--- src/rtl/mem_pkg.sv ---
// Shared types for the L1/L2 memory path: bus structs, arbiter state type and sizing helpers.
package mem_pkg;

  localparam int unsigned NUM_PORTS_DEF = 2;
  localparam int unsigned MEM_ADDR_W    = 32;
  localparam int unsigned MEM_BLOCK_W   = 128;

  typedef struct packed {
    logic                   valid;
    logic                   wen;
    logic [MEM_ADDR_W-1:0]  addr;
    logic [MEM_BLOCK_W-1:0] data;
  } CacheToMem_t;

  typedef struct packed {
    logic                   ready;
    logic [MEM_BLOCK_W-1:0] data;
  } MemToCache_t;

  typedef enum logic [1:0] {
    StIdle,
    StBusy,
    StResp
  } arb_state_e;

  // Width of a port index; never below one bit.
  function automatic int unsigned idx_width(int unsigned n);
    return (n > 1) ? $clog2(n) : 1;
  endfunction

endpackage

--- src/rtl/rr_picker.sv ---
// Combinational round-robin picker: first valid port at or after last_grant+1, wrapping.
module rr_picker import mem_pkg::*; #(
  parameter int unsigned NUM_PORTS = NUM_PORTS_DEF,
  parameter int unsigned IDX_W     = idx_width(NUM_PORTS)
) (
  input  logic [NUM_PORTS-1:0] valid_i,
  input  logic [IDX_W-1:0]     last_grant_i,
  output logic                 found_o,
  output logic [IDX_W-1:0]     index_o
);

  int unsigned w_cand;

  always_comb begin
    found_o = 1'b0;
    index_o = '0;
    w_cand  = 0;
    // Walk from the farthest candidate back so the nearest valid one is the last to win.
    for (int i = NUM_PORTS - 1; i >= 0; i--) begin
      w_cand = 32'(last_grant_i) + 32'(i) + 32'd1;
      if (w_cand >= NUM_PORTS) begin
        w_cand = w_cand - NUM_PORTS;
      end
      if (valid_i[IDX_W'(w_cand)]) begin
        found_o = 1'b1;
        index_o = IDX_W'(w_cand);
      end
    end
  end

endmodule

--- src/rtl/l1_l2_arbiter.sv ---
// Round-robin arbiter sharing one L2 port among NUM_PORTS L1 requesters, one transaction at a time.
module l1_l2_arbiter import mem_pkg::*; #(
  parameter int unsigned NUM_PORTS = NUM_PORTS_DEF,
  parameter int unsigned ADDR_W    = 32,
  parameter int unsigned BLOCK_W   = 128
) (
  input  logic                              clk_i,
  input  logic                              rst_i,
  input  logic [NUM_PORTS-1:0]              req_valid_i,
  input  logic [NUM_PORTS-1:0]              req_wen_i,
  input  logic [NUM_PORTS-1:0][ADDR_W-1:0]  req_addr_i,
  input  logic [NUM_PORTS-1:0][BLOCK_W-1:0] req_data_i,
  output logic [NUM_PORTS-1:0]              resp_ready_o,
  output logic [BLOCK_W-1:0]                resp_data_o,
  output logic                              l2_valid_o,
  output logic                              l2_wen_o,
  output logic [ADDR_W-1:0]                 l2_addr_o,
  output logic [BLOCK_W-1:0]                l2_data_o,
  input  logic                              l2_ready_i,
  input  logic [BLOCK_W-1:0]                l2_data_i
);

  localparam int unsigned IDX_W = idx_width(NUM_PORTS);

  arb_state_e           r_state;
  logic [IDX_W-1:0]     r_last_grant;
  logic                 r_l2_valid;
  logic                 r_l2_wen;
  logic [ADDR_W-1:0]    r_l2_addr;
  logic [BLOCK_W-1:0]   r_l2_data;
  logic [NUM_PORTS-1:0] r_resp_ready;
  logic [BLOCK_W-1:0]   r_resp_data;

  logic                 w_found;
  logic [IDX_W-1:0]     w_pick;

  rr_picker #(
    .NUM_PORTS (NUM_PORTS),
    .IDX_W     (IDX_W)
  ) u_rr_picker (
    .valid_i      (req_valid_i),
    .last_grant_i (r_last_grant),
    .found_o      (w_found),
    .index_o      (w_pick)
  );

  // r_last_grant doubles as the index of the in-flight transaction's owner.
  always_ff @(posedge clk_i or posedge rst_i) begin
    if (rst_i) begin
      r_state      <= StIdle;
      r_last_grant <= IDX_W'(NUM_PORTS - 1);
      r_l2_valid   <= 1'b0;
      r_l2_wen     <= 1'b0;
      r_l2_addr    <= '0;
      r_l2_data    <= '0;
      r_resp_ready <= '0;
      r_resp_data  <= '0;
    end else begin
      unique case (r_state)
        StIdle: begin
          if (w_found) begin
            r_last_grant <= w_pick;
            r_l2_valid   <= 1'b1;
            r_l2_wen     <= req_wen_i[w_pick];
            r_l2_addr    <= req_addr_i[w_pick];
            r_l2_data    <= req_data_i[w_pick];
            r_state      <= StBusy;
          end
        end
        StBusy: begin
          if (l2_ready_i) begin
            r_l2_valid   <= 1'b0;
            r_resp_data  <= l2_data_i;
            r_resp_ready <= NUM_PORTS'(1) << r_last_grant;
            r_state      <= StResp;
          end
        end
        StResp: begin
          r_resp_ready <= '0;
          r_state      <= StIdle;
        end
        default: r_state <= StIdle;
      endcase
    end
  end

  assign resp_ready_o = r_resp_ready;
  assign resp_data_o  = r_resp_data;
  assign l2_valid_o   = r_l2_valid;
  assign l2_wen_o     = r_l2_wen;
  assign l2_addr_o    = r_l2_addr;
  assign l2_data_o    = r_l2_data;

endmodule

--- config.mk ---
export PLATFORM = sky130hd
export DESIGN_NAME = l1_l2_arbiter
export DESIGN_NICKNAME = d
export VERILOG_FILES = /design/src/rtl/mem_pkg.sv /design/src/rtl/rr_picker.sv /design/src/rtl/l1_l2_arbiter.sv
export SDC_FILE = /design/constraint.sdc
export NUM_CORES = 1
export LEC_CHECK = 0
export ABC_CLOCK_PERIOD_IN_PS = 14400
export CORE_AREA = 2 2 293 295
export CTS_CLUSTER_SIZE = 24
export DETAILED_ROUTE_END_ITERATION = 16
export DIE_AREA = 0 0 295 297
export PLACE_DENSITY = 0.52
export SLEW_MARGIN = 20
export SYNTH_ARGS = -nofsm -noshare
export SYNTH_HDL_FRONTEND = slang
export SYNTH_SLANG_ARGS = --single-unit
--- constraint.sdc ---
create_clock -name clk_i -period 14.4 [get_ports clk_i]
set_clock_uncertainty 0.1 [all_clocks]
set_input_delay 2.88 -clock clk_i [delete_from_list [all_inputs] [get_ports clk_i]]
set_output_delay 2.88 -clock clk_i [all_outputs]
set_load 0.005 [all_outputs]
After elaboration in Yosys (flattened, before gate mapping)
Cells that the tools add are included.

storage, ports and cells
  flip-flop bits (word level) = 295
  input bits = 455
  output and inout port bits = 292
  logic and storage cells = 54

cells by class
  $add $sub $neg = 4
  order comparisons = 5
  equality and inequality tests = 4
  shifts and indexed selects = 1
  muxes and demuxes = 24
  reductions and logical operators = 8

operator list
  kind                 number
  $mux 128             2
  $mux 32              2
  $mux 1               14
  $pmux 2 s2           2
  $reduce_and 2->1     4
  $lt 1x2->1 const B   3
  $mux 2               3
  $reduce_bool 2->1    2
  $add 2x1->3 const B  1
  $ge 3x2->1 const B   1
  $reduce_and 3->1     1
  $add 1x1->2 const B  1
  $eq 2x1->1 const B   1
  $eq 2x2->1 const B   1
  $ge 2x2->1 const B   1
  $logic_not 2->1      1
  $ne 2x1->1 const B   1
  $ne 2x2->1 const B   1
  $pmux 1 s2           1
  $shl 1x1->2 const A  1
  $sub 1x1->1 const B  2

Depth between registers and ports, before layout
  word-level depth = 10
  depth in mapped cells = 6
  depth with buffers taken out = 4

Hierarchy
From an unflattened synthesis, not the netlist that was laid out.

second synthesis, totals
  cell total of the unflattened synthesis = 811
  area total of the unflattened synthesis = 13173.9 um2

by module, submodules not included
  module         instances  cells each  area each (um2)  seq. area each (um2)
  l1_l2_arbiter  1          809         13160.1          7383.3
  rr_picker      1          2           13.8             0.0

Least setup slack after synthesis
OpenSTA, ideal clock, no wires.

  kind = in2reg
  start point = input req_valid_i[1]
  end point = register r_l2_data[10] (netlist: l2_data_o[10])
  setup time = 0.125 ns
  arrival time = 4.018 ns
  required time = 14.175 ns
  setup slack = 10.157 ns
  stages on the path = 6
  buffers on the path = 3
  path through = a21bo_1 -> buf_6 -> buf_6 -> buf_6 -> mux2_4 -> mux2_2

between the ends
  cells in the longest elaborated chain, start to end = 6
  elaborated cells between the ends (all ways) = 11
  classes of those cells = 10 x mux; 1 x reduce/logical

ends and longest elaborated chain
  item                                          line                 source
  start, declared                               l1_l2_arbiter.sv:9   input logic [NUM_PORTS-1:0] req_valid_i,
  $mux 1 (implied by the code) (2 in series)    rr_picker.sv:24      if (valid_i[IDX_W'(w_cand)]) begin
  $mux 1 (2 in series)                          rr_picker.sv:24
  $mux 128 (implied by the code) (2 in series)  l1_l2_arbiter.sv:66  r_l2_data <= req_data_i[w_pick];
  end signal, assigned                          l1_l2_arbiter.sv:66
  end, declared                                 l1_l2_arbiter.sv:30  logic [BLOCK_W-1:0] r_l2_data;

Several ways; a longest one is shown, not always the timed one. The select of a mux whose other input is x is not followed.
A chain may end at the register's enable or synchronous reset.

Worst setup path after layout
  start point = input req_valid_i[0]
  end point = register r_l2_data[112] (netlist: l2_data_o[112])

The elaborated chain is that of the path after synthesis.

==> flow_summary.yaml <==
place:
  port_buffers: 746
  place_hpwl_um: 36400
  gp_congestion: 0.774
detailed_routing:
  wl_um: 47700
  drcViolationCount: 0
  vias: 9699
  via_per_inst: 3.55
  wl_per_cell_um: 17.4
  ant_nets: 0
  drtIter0Drc: 253
  dr.pass1.iters: 4
synth:
  yosysWarnings: 0
  synth_fa_ha_area_share_pct: 0
  syn_nets: 1269
  seq_area_frac_synth_pct: 56.1
  muxShareOfSynthArea_pct: 40.8
  synth_cell_types: 18
  synth_area_um2: 13200
  syn-mean-instance-area_um2: 16.2
  synth_cells: 814
  synthXorXnorAreaFrac_pct: 0
  synth_compound_area_share_pct: 0.494
  ys_ff_latch: 295
  synth_top_family_by_area: "multiplexers"
  yosys.area_share.simple_pct: 0.161
critical_path:
  rr_endpoint: "l2_data_o[112]"
  crit_fanout: 117
  worst_path_largest_cell_delay_ns: 0.72
  setup.worst_path.end: "l2_data_o[112]"
  required_ns: 14.71
  setup.worst_path.start: "req_valid_i[0]"
  r2r_slack_ns: 11.15
  end_kind: "flop"
  critPathKind: "in -> reg"
  crit_path_start_kind: "input port"
  crit_top_cell: "mux2_2"
  crit_arrival_ns: 5.67
  r2r_start: "r_last_grant"
  path_cells: "clkdlybuf4s50_1, a21bo_4, buf_12, mux2_2, mux2_2"
  reg2reg_depth: 4
  cp_slowest_cell: "a21bo_4"
timing:
  min_period_over_period_pct: 37.2
  tightest_slew_ns: 0.957
  slew_headroom_pct: 36.2
  min_period_ns: 5.36
  rsz0062_at_grt: "no"
  finalSetupViolations: 0
  timing.fmax_ghz: 0.187
  tns_ns: 0
  final-max-slew-violation-count: 0
  hold_viol: 0
global_route:
  grt_use_total_pct: 10.3
  gr-usage-met2_pct: 18.8
  antenna_found_initial: 2
  grt_max_degree: 119
  grt_pass1_wl_um: 68900
  overflow: 0
  grt_use_met1_pct: 11.2
  grt.busiest_layer: "met2"
  grt_use_met3_pct: 3.63
  grt_pass1_vias: 10700
clock_network:
  post_cts_resized: 0
  h-tree-depth: 2
  clk_transition_reported_paths_ns: 0.06
  clkLatencyLatePin_ns: 0.54
  clock_path_buffers: 3
  clock_sinks: 295
  cts-root-buf: "clkbuf_16"
  hold_buffers: 0
  cts_tree: "done"
  numCtsBuffers: 38
  cts_setup_buffers: 0
floorplan:
  die_h_um: 297
  die_width_um: 295
  initial_utilization_pct: 15.6
  core_um2: 84500
  num_rows: 107
  dieArea_um2: 87600
  ioPinCount: 747
power_and_ir_drop:
  power.density_nw_per_um2: 194
  p_int_mw: 3.22
  max-vdd-ir-drop_v: 0.000119
  switchingPower_mw: 1.27
  comb_power_share_pct: 44.0
  power.leakage_nw: 9.23
  finalPower_mw: 4.49
  pwr-share-clk_pct: 22.5
  p_sw_share_pct: 28.3
  p_seq_share_pct: 33.5
run_status:
  status: "finished clean"
job:
  cap_violations: 0
final_layout:
  mostFrequentLayoutCells: "746 x clkdlybuf4s50_1, 371 x mux2_2, 294 x dfrtp_1, 79 x mux2_4, 39 x clkbuf_16"
  layout_commonest_cell: "clkdlybuf4s50_1"
  nNetsFinal: 2013
  drive_gt1_share_pct: 33.0
  syn_to_final_growth_pct: 76.2
  fillers: 8650
  final_util_pct: 27.5
min_path:
  hp-class: "reg -> reg"
==> power groups by stage <==
stage               logic, mW  registers, mW  clock network (mW)
finish                   1.98           1.51                1.01
global route             2.12           1.56                1.09
CTS                      2.03           1.52                1.06
detailed placement       2.02           1.52                   0
global placement         2.01           1.51                   0
floorplan               0.776           1.51                   0
==> cells in the mapped netlist (all sizes together) <==
library cell | n | share of area [%]
a21o | 2 | 0.11
buf | 47 | 2.3
a21oi | 1 | 0.038
clkbuf | 3 | 0.085
nor2 | 2 | 0.057
mux2 | 450 | 41
a21bo | 1 | 0.076
nand2 | 1 | 0.028
nand3 | 1 | 0.038
a2bb2oi | 2 | 0.13
dfstp | 1 | 0.20
mux2i | 1 | 0.076
o2bb2ai | 2 | 0.13
inv | 5 | 0.14
dfrtp | 294 | 56
nor3 | 1 | 0.038
==> area by class of cell <==
class                   instances  area [um2]  area share, %
repair buffers                754        7540           32.5
flip-flops and latches        295        7380           31.8
multi-input cells             464        5470           23.6
well taps                    1144        1430           6.17
clock buffers                  59        1160           5.00
clock inverters                11         180          0.776
inverters                       5        28.8          0.124
diodes                          3        7.51         0.0323
==> flip-flops by register name, indices dropped and copies added (netlist names) <==
name          cells
l2_valid_o        1
resp_data_o     128
resp_ready_o      2
l2_data_o       128
l2_addr_o        32
l2_wen_o          1
r_state           2
r_last_grant      1
==> routing by layer <==
layer | up-vias | wire (um)
met3 | 62 | 4070
met2 | 421 | 24400
li1 | 4428 | -
met4 | 0 | 1170
met1 | 4788 | 18000
met5 | - | 0
==> worst min path at each step <==
stage	from	endpoint	slack, ns	cells past startpoint
5_1_grt	l2_data_o[32]	l2_data_o[32]	0.41	1
6_report	l2_valid_o	l2_valid_o	0.39	1
3_3_place_gp	l2_valid_o	l2_valid_o	0.37	1
3_5_place_dp	l2_valid_o	l2_valid_o	0.37	1
4_1_cts	l2_valid_o	l2_valid_o	0.40	1
2_1_floorplan	r_last_grant	r_last_grant	0.37	2
==> critical path: cells and delay by family <==
kind / cells / cell delay (ns)
multiplexers: 2 / 0.68
buffers and inverters: 2 / 1.11
AO/OA/AOI/OAI: 1 / 0.72
==> metrics by stage <==
step / std cells / area, um2 / hold slack (ns) / setup WS, ns
after floorplan: 814 / 13200 / 0.374 / 3.27
after global placement: 2662 / 21900 / 0.366 / 8.44
after detailed placement: 2662 / 21900 / 0.371 / 8.39
after CTS: 2732 / 23200 / 0.397 / 8.99
after global routing: 2734 / 23200 / 0.413 / 8.75
final: 2735 / 23200 / 0.395 / 9.04
==> logic make-up after synthesis <==
logic type / Yosys count
mux: 451
flops: 295
buf+inv: 55
compound gates: 8
simple gates: 5
Note: power is estimated with default switching activity, not from simulation.
